## src/rtl/fwd_net.sv

```systemverilog
// rtl/fwd_net.sv - operand forwarding network with load-use detection
// Youngest matching producer wins per read port; operands are registered at the ID->EX boundary.
module fwd_net #(
  parameter int NPORT = 2,
  parameter int NSRC  = 3,
  parameter int AW    = 5,
  parameter int DW    = 32
) (
  input  logic                  clk,
  input  logic                  rst,
  input  logic                  stall,
  input  logic                  flush,
  input  logic [NPORT-1:0]      rd_valid,
  input  logic [NPORT*AW-1:0]   rd_addr,
  input  logic [NSRC-1:0]       src_we,
  input  logic [NSRC*AW-1:0]    src_waddr,
  input  logic [NSRC*DW-1:0]    src_wdata,
  input  logic [NSRC-1:0]       src_pend,
  output logic [NPORT-1:0]      fwd_sel,
  output logic [NPORT*DW-1:0]   fwd_data,
  output logic                  stallreq,
  output logic [31:0]           fwd_cnt,
  output logic [31:0]           luse_cnt
);

  logic [NPORT-1:0]    fwd_sel_q, sel_d;
  logic [NPORT*DW-1:0] fwd_data_q, data_d;
  logic [31:0]         fwd_cnt_q, luse_cnt_q;
  logic [NPORT-1:0]    luse_p;
  logic [31:0]         nsel;
  logic [32:0]         fwd_sum;
  logic                m_any, m_pend;
  logic [DW-1:0]       m_data;
  logic [AW-1:0]       addr;

  always_comb begin
    sel_d  = '0;
    data_d = '0;
    luse_p = '0;
    nsel   = '0;
    m_any  = 1'b0;
    m_pend = 1'b0;
    m_data = '0;
    addr   = '0;
    for (int p = 0; p < NPORT; p++) begin
      addr   = rd_addr[p*AW +: AW];
      m_any  = 1'b0;
      m_pend = 1'b0;
      m_data = '0;
      // Scan oldest to youngest so the youngest match overwrites the older ones.
      for (int i = NSRC - 1; i >= 0; i--) begin
        if (rd_valid[p] && (addr != '0) && src_we[i] && (src_waddr[i*AW +: AW] == addr)) begin
          m_any  = 1'b1;
          m_pend = src_pend[i];
          m_data = src_wdata[i*DW +: DW];
        end
      end
      if (m_any && !m_pend) begin
        sel_d[p]            = 1'b1;
        data_d[p*DW +: DW]  = m_data;
      end
      luse_p[p] = m_any && m_pend;
      nsel      = nsel + 32'(sel_d[p]);
    end
  end

  assign stallreq = ~rst & (|luse_p);
  assign fwd_sum  = {1'b0, fwd_cnt_q} + {1'b0, nsel};

  always_ff @(posedge clk or posedge rst) begin
    if (rst) begin
      fwd_sel_q  <= '0;
      fwd_data_q <= '0;
      fwd_cnt_q  <= '0;
      luse_cnt_q <= '0;
    end else begin
      if (flush) begin
        fwd_sel_q  <= '0;
        fwd_data_q <= '0;
      end else if (!stall) begin
        fwd_sel_q  <= sel_d;
        fwd_data_q <= data_d;
        fwd_cnt_q  <= fwd_sum[32] ? 32'hFFFF_FFFF : fwd_sum[31:0];
      end
      // Load-use cycles are counted even while stalled; a flush kills the request.
      if (stallreq && !flush && (luse_cnt_q != 32'hFFFF_FFFF)) begin
        luse_cnt_q <= luse_cnt_q + 32'd1;
      end
    end
  end

  assign fwd_sel  = fwd_sel_q;
  assign fwd_data = fwd_data_q;
  assign fwd_cnt  = fwd_cnt_q;
  assign luse_cnt = luse_cnt_q;

endmodule

```

## config.mk

```make
export PLATFORM = sky130hd
export DESIGN_NAME = fwd_net
export DESIGN_NICKNAME = d
export VERILOG_FILES = /design/src/rtl/fwd_net.sv
export SDC_FILE = /design/constraint.sdc
export NUM_CORES = 1
export LEC_CHECK = 0
export CAP_MARGIN = 25
export CORE_UTILIZATION = 27
export DETAILED_ROUTE_END_ITERATION = 8
export MAX_ROUTING_LAYER = met4
export SETUP_SLACK_MARGIN = 0.15
export SYNTH_ARGS = -nofsm -noshare
export SYNTH_HDL_FRONTEND = slang
export SYNTH_SLANG_ARGS = --single-unit
```

## constraint.sdc

```tcl
create_clock -name clk -period 5.3 [get_ports clk]
set_input_delay 1.06 -clock clk [delete_from_list [all_inputs] [get_ports clk]]
set_output_delay 1.06 -clock clk [all_outputs]
set_load 0.005 [all_outputs]
```

Word level (Yosys, flattened, before mapping) --
Index checks and enable logic that the tools add are counted.
Cells by class: reduce and logical (&&, ||, !) cells 27, mux-type cells 27, bitwise logic cells 4, $add $sub $neg 3, equality and inequality tests 8
Operators by type and width (number):
- 2-to-1 mux 32 bit | 9
- 2-to-1 mux 64 bit | 2
- adder 32 x 2 -> 33 bit | 1
- adder 32 x 1 -> 32 bit (second input constant) | 1
- != test 32 bit (second input constant) | 1
- equality test 5 bit | 6
- logical AND 1 bit | 20
- 2-to-1 mux 1 bit | 14
- nonzero test 5 bit | 2
- 2-to-1 mux 2 bit | 2
- logical NOT 1 bit | 3
- inverter 1 bit | 3
- adder 1 x 1 -> 2 bit | 1
- != test 2 x 1 -> 1 bit (second input constant) | 1
- AND reduction 2 bit | 1
- OR reduction 2 bit | 1
- bitwise AND 1 bit | 1
Word-level totals: input bits 133, register bits after elaboration 130

Depth between registers and ports, before layout --
depth after elaboration 13, depth in mapped cells 17

Least setup slack after synthesis --
Ideal clock, no wire load.
kind input port to flip-flop, start point input rst, end point register luse_cnt_q[21] (netlist: luse_cnt[21]), arrival time 4.968 ns, setup slack 0.208 ns, cell stages on the path 7, library setup time 0.124 ns, path buffers 1, required time 5.176 ns, cells stage by stage inv_1 -> and3_1 -> and3_1 -> a32o_1 -> buf_2 -> nand3_1 -> xnor2_1
On the way: cells in the longest elaborated chain, start to end 4
RTL lines:
- from (decl) | RTL line 10 | input logic rst,
- inverter 1 bit | RTL line 67 | assign stallreq = ~rst & (|luse_p);
- bitwise AND 1 bit | RTL line 67
- logical AND 1 bit (2 in a row) | RTL line 86 | if (stallreq && !flush && (luse_cnt_q != 32'hFFFF_FFFF)) begin
- to (signal assigned) | RTL line 87 | luse_cnt_q <= luse_cnt_q + 32'd1;
- to (decl) | RTL line 28 | logic [31:0] fwd_cnt_q, luse_cnt_q;
Every way passes these cells. A chain may end at the register's enable or synchronous reset.

Worst setup path in the final report --
start point input rd_addr[6], end point output stallreq
On the way: cells in the longest elaborated chain, start to end 10, elaborated cells on any way between the ends 20, those cells by class eq/ne (3); mux (6); bitwise (1); reduce/logical (10)
RTL lines:
- from (decl) | RTL line 14 | input logic [NPORT*AW-1:0] rd_addr,
- nonzero test 5 bit | RTL line 52 | if (rd_valid[p] && (addr != '0) && src_we[i] && (src_waddr[i*AW +: AW] == addr)) begin
- logical AND 1 bit (3 in a row) | RTL line 52
- 2-to-1 mux 1 bit (3 in a row) | RTL line 52
- logical AND 1 bit * | RTL line 62 | luse_p[p] = m_any && m_pend;
- OR reduction 2 bit * | RTL line 67
- bitwise AND 1 bit * | RTL line 67
- to (decl) | RTL line 21 | output logic stallreq,
Mark *: on every way between the ends. The rest lies on a longest branch, timed or not.

==> impl_metrics.tcl <==
set metrics [dict create \
    grt_antenna_before_repair 1 \
    ant_nets 0 \
    routabilityCongestion 0.864 \
    drv_slew 0 \
    clock_path_buffers 2 \
    die_y_um 165 \
    path_max_fanout 4 \
    regArea_um2 3250 \
    dp_slack_ns 0.267 \
    end_kind "output pin" \
    initial_core_util 0.275 \
    syn_area_per_cell_um2 8.95 \
    grt-ovfl-total 0 \
    insertion_delay_ns 0.41 \
    finClkSkew_ns 0.00786 \
    viasPerCell 4.88 \
    synth_nets 936 \
    postLayoutCoreUtil 0.416 \
    grt_usage 0.184 \
    nets 1189 \
    status "finished clean" \
    vdd_drop_max_mv 0.202 \
    ff2ff_path_depth 7 \
    p_per_area_nw_per_um2 238 \
    grt_max_degree 71 \
    grt_pass1_vias 6521 \
    grt_pass1_wl_um 37200 \
    total_power_mw 2.57 \
    yosysWarnings 0 \
    rsz0062_at_grt "false" \
    core_area_um2 26100 \
    drt-wirelength-per-cell_um 17.4 \
    synth_cell_types 50 \
    hold_depth 2 \
    clockRootBuffer "clkbuf_16" \
    cts_buffers 17 \
    syn-cell-area_um2 7160 \
    path_clk_slew_ns 0.06 \
    period_needed_ns 4.92 \
    multi_input_area_um2 3750 \
    min_path_type "register to register" \
    io_buffers 263 \
    vias 6836 \
    finalSetupTns_ns 0 \
    fmax_ghz 0.203 \
    worstSetupPathType "input pin to output pin" \
    cts_hold_buf 0 \
    worst_pin_slew_ns 0.996 \
    firstDrtPassIters 5 \
    setup_slack_ns 0.382 \
    drt_iter0_drc 448 \
    rows 59 \
    drive_above_1_share 0.0610 \
    cp.required_ns 4.24 \
    cts.htree.levels 4 \
    totalWireLength_um 24400 \
    die_area_um2 27200 \
    synthToLayoutAreaGrowth_pct 51.2 \
    drc 0 \
    synth_seq_cells 130 \
    pin_count 264 \
    ys_seq_area_frac 0.454 \
    cts_resized 0 \
    fin_crit_sh 0.928 \
    die_x_um 165 \
    hold_viol 0 \
    cts_sinks 130 \
    finalSetupViolations 0 \
    cap_violations 0 \
    dp_hpwl_um 17400 \
    start_kind "input pin" \
    fill_cells 2600 \
    cts_tree "yes" \
    relSlewSlack 0.334 \
    leakagePower_nw 4.45 \
    post_cts_buffers 0 \
    holdWs_ns 0.477 \
    postSynthCellCount 800 \
    worstPathArrival_ns 3.86 \
]
## layer usage
metal / up-vias / global-route usage / part of all wire
met2: 193 / 0.274 / 0.46
met5: - / - / 0
met4: 0 / 0.0651 / 0.025
li1: 3347 / - / -
met1: 3259 / 0.250 / 0.47
met3: 37 / 0.0321 / 0.044
## worst paths after layout
kind / slack [ns] / from / endpoint
max in group asynchronous: 3.14 / rst / fwd_data[46]$_DFFE_PP0P_
setup / recovery: 0.38 / rd_addr[6] / stallreq
hold / removal: 0.48 / fwd_data[43]$_DFFE_PP0P_ / fwd_data[43]$_DFFE_PP0P_
hold reg to reg: 0.48 / fwd_data[43]$_DFFE_PP0P_ / fwd_data[43]$_DFFE_PP0P_
min in group asynchronous: 1.23 / rst / fwd_cnt[1]$_DFFE_PP0P_
setup reg to reg: 2.39 / luse_cnt[2]$_DFFE_PP0P_ / luse_cnt[27]$_DFFE_PP0P_
## cell usage in the layout (no fill, tap or decap), types with 21 or more instances in the layout
| cell | count |
|---|---|
| nor2_1 | 78 |
| nand2_1 | 108 |
| a21oi_1 | 75 |
| o21ai_0 | 66 |
| mux2i_1 | 33 |
| a22oi_1 | 32 |
| dfrtp_1 | 130 |
| nand3_1 | 30 |
| clkdlybuf4s50_1 | 263 |
| nand4_1 | 21 |
| and3_1 | 23 |
| xnor2_1 | 60 |
## stage by stage
step                instances  cell area [um2]
finish                   1401            10800
global route             1401            10800
CTS                      1399            10800
detailed placement       1368            10200
global placement         1368            10200
floorplan                 800             7160
## registers in the layout, indices dropped and copies added (netlist names)
name      cells
fwd_cnt      32
fwd_sel       2
luse_cnt     32
fwd_data     64
## synthesized netlist by cell type (all sizes together)
master   count  area [um2]
xor2        19         166
nor3b        1        7.51
ha           3        37.5
xnor2       60         526
or3          1        6.26
or4          2        22.5
or3b         2        17.5
buf         14        65.1
and3        23         144
nand2b       1        6.26
nor4         4        40.0
a21bo        1        10.0
and2         4        25.0
o211ai       1        7.51
mux2         2        26.3
a211o        1        8.76
nand2      108         405
clkbuf      30         113
nor2b        3        18.8
or2          1        6.26
o32a         1        10.0
and4        10        87.6
a21o         1        7.51
dfrtp      130        3250
nor2        79         297
a211oi       1        7.51
a41oi        1        8.76
mux2i       33         330
nor4b        1        23.8
o21ai       69         357
o2111a       1        11.3
o21a         3        22.5
a22oi       32         240
nand3       30         150
inv          3        11.3
o2111ai      2        17.5
a32o         1        10.0
nand4       21         131
a31o         1        8.76
nor3        12        65.1
a21oi       75         375
nand3b       3        22.5
a31oi        9        56.3
## logic make-up (layout without fill, tap and decap cells)
group	Yosys count	in the layout	synth area share
and+or+nand+nor	306	306	0.206
AOI/OAI and AO/OA	200	200	0.162
DFF	130	130	0.454
xor gates and xnor gates	79	79	0.0966
buffers and inverters	47	312	0.0264
muxes	35	35	0.0498
adders and majority gates	3	3	0.00524
other	0	1	0
## critical path: stages
cell             delay [ns]
clkdlybuf4s50_1        0.50
or4_4                  0.60
o2111a_1               0.27
a211oi_1               0.27
a211o_1                0.17
nor2b_1                0.22
a21oi_1                0.09
nor2_1                 0.16
clkdlybuf4s50_1        0.53
## where the power goes
group	switching, mW	internal (mW)
clock	0.469	0.799
combinational	0.128	0.157
sequential	0.0157	1.01
total	0.613	1.96
## layout make-up
class / count / area share
Multi-Input combinational cell: 623 / 0.346
Sequential cell: 130 / 0.300
Timing Repair Buffer: 278 / 0.255
Clock buffer: 18 / 0.0405
Tap cell: 335 / 0.0387
Clock inverter: 13 / 0.0171
Inverter: 3 / 0.00150
Antenna cell: 1 / 0.000231
Note: power is estimated with default switching activity, not from simulation.
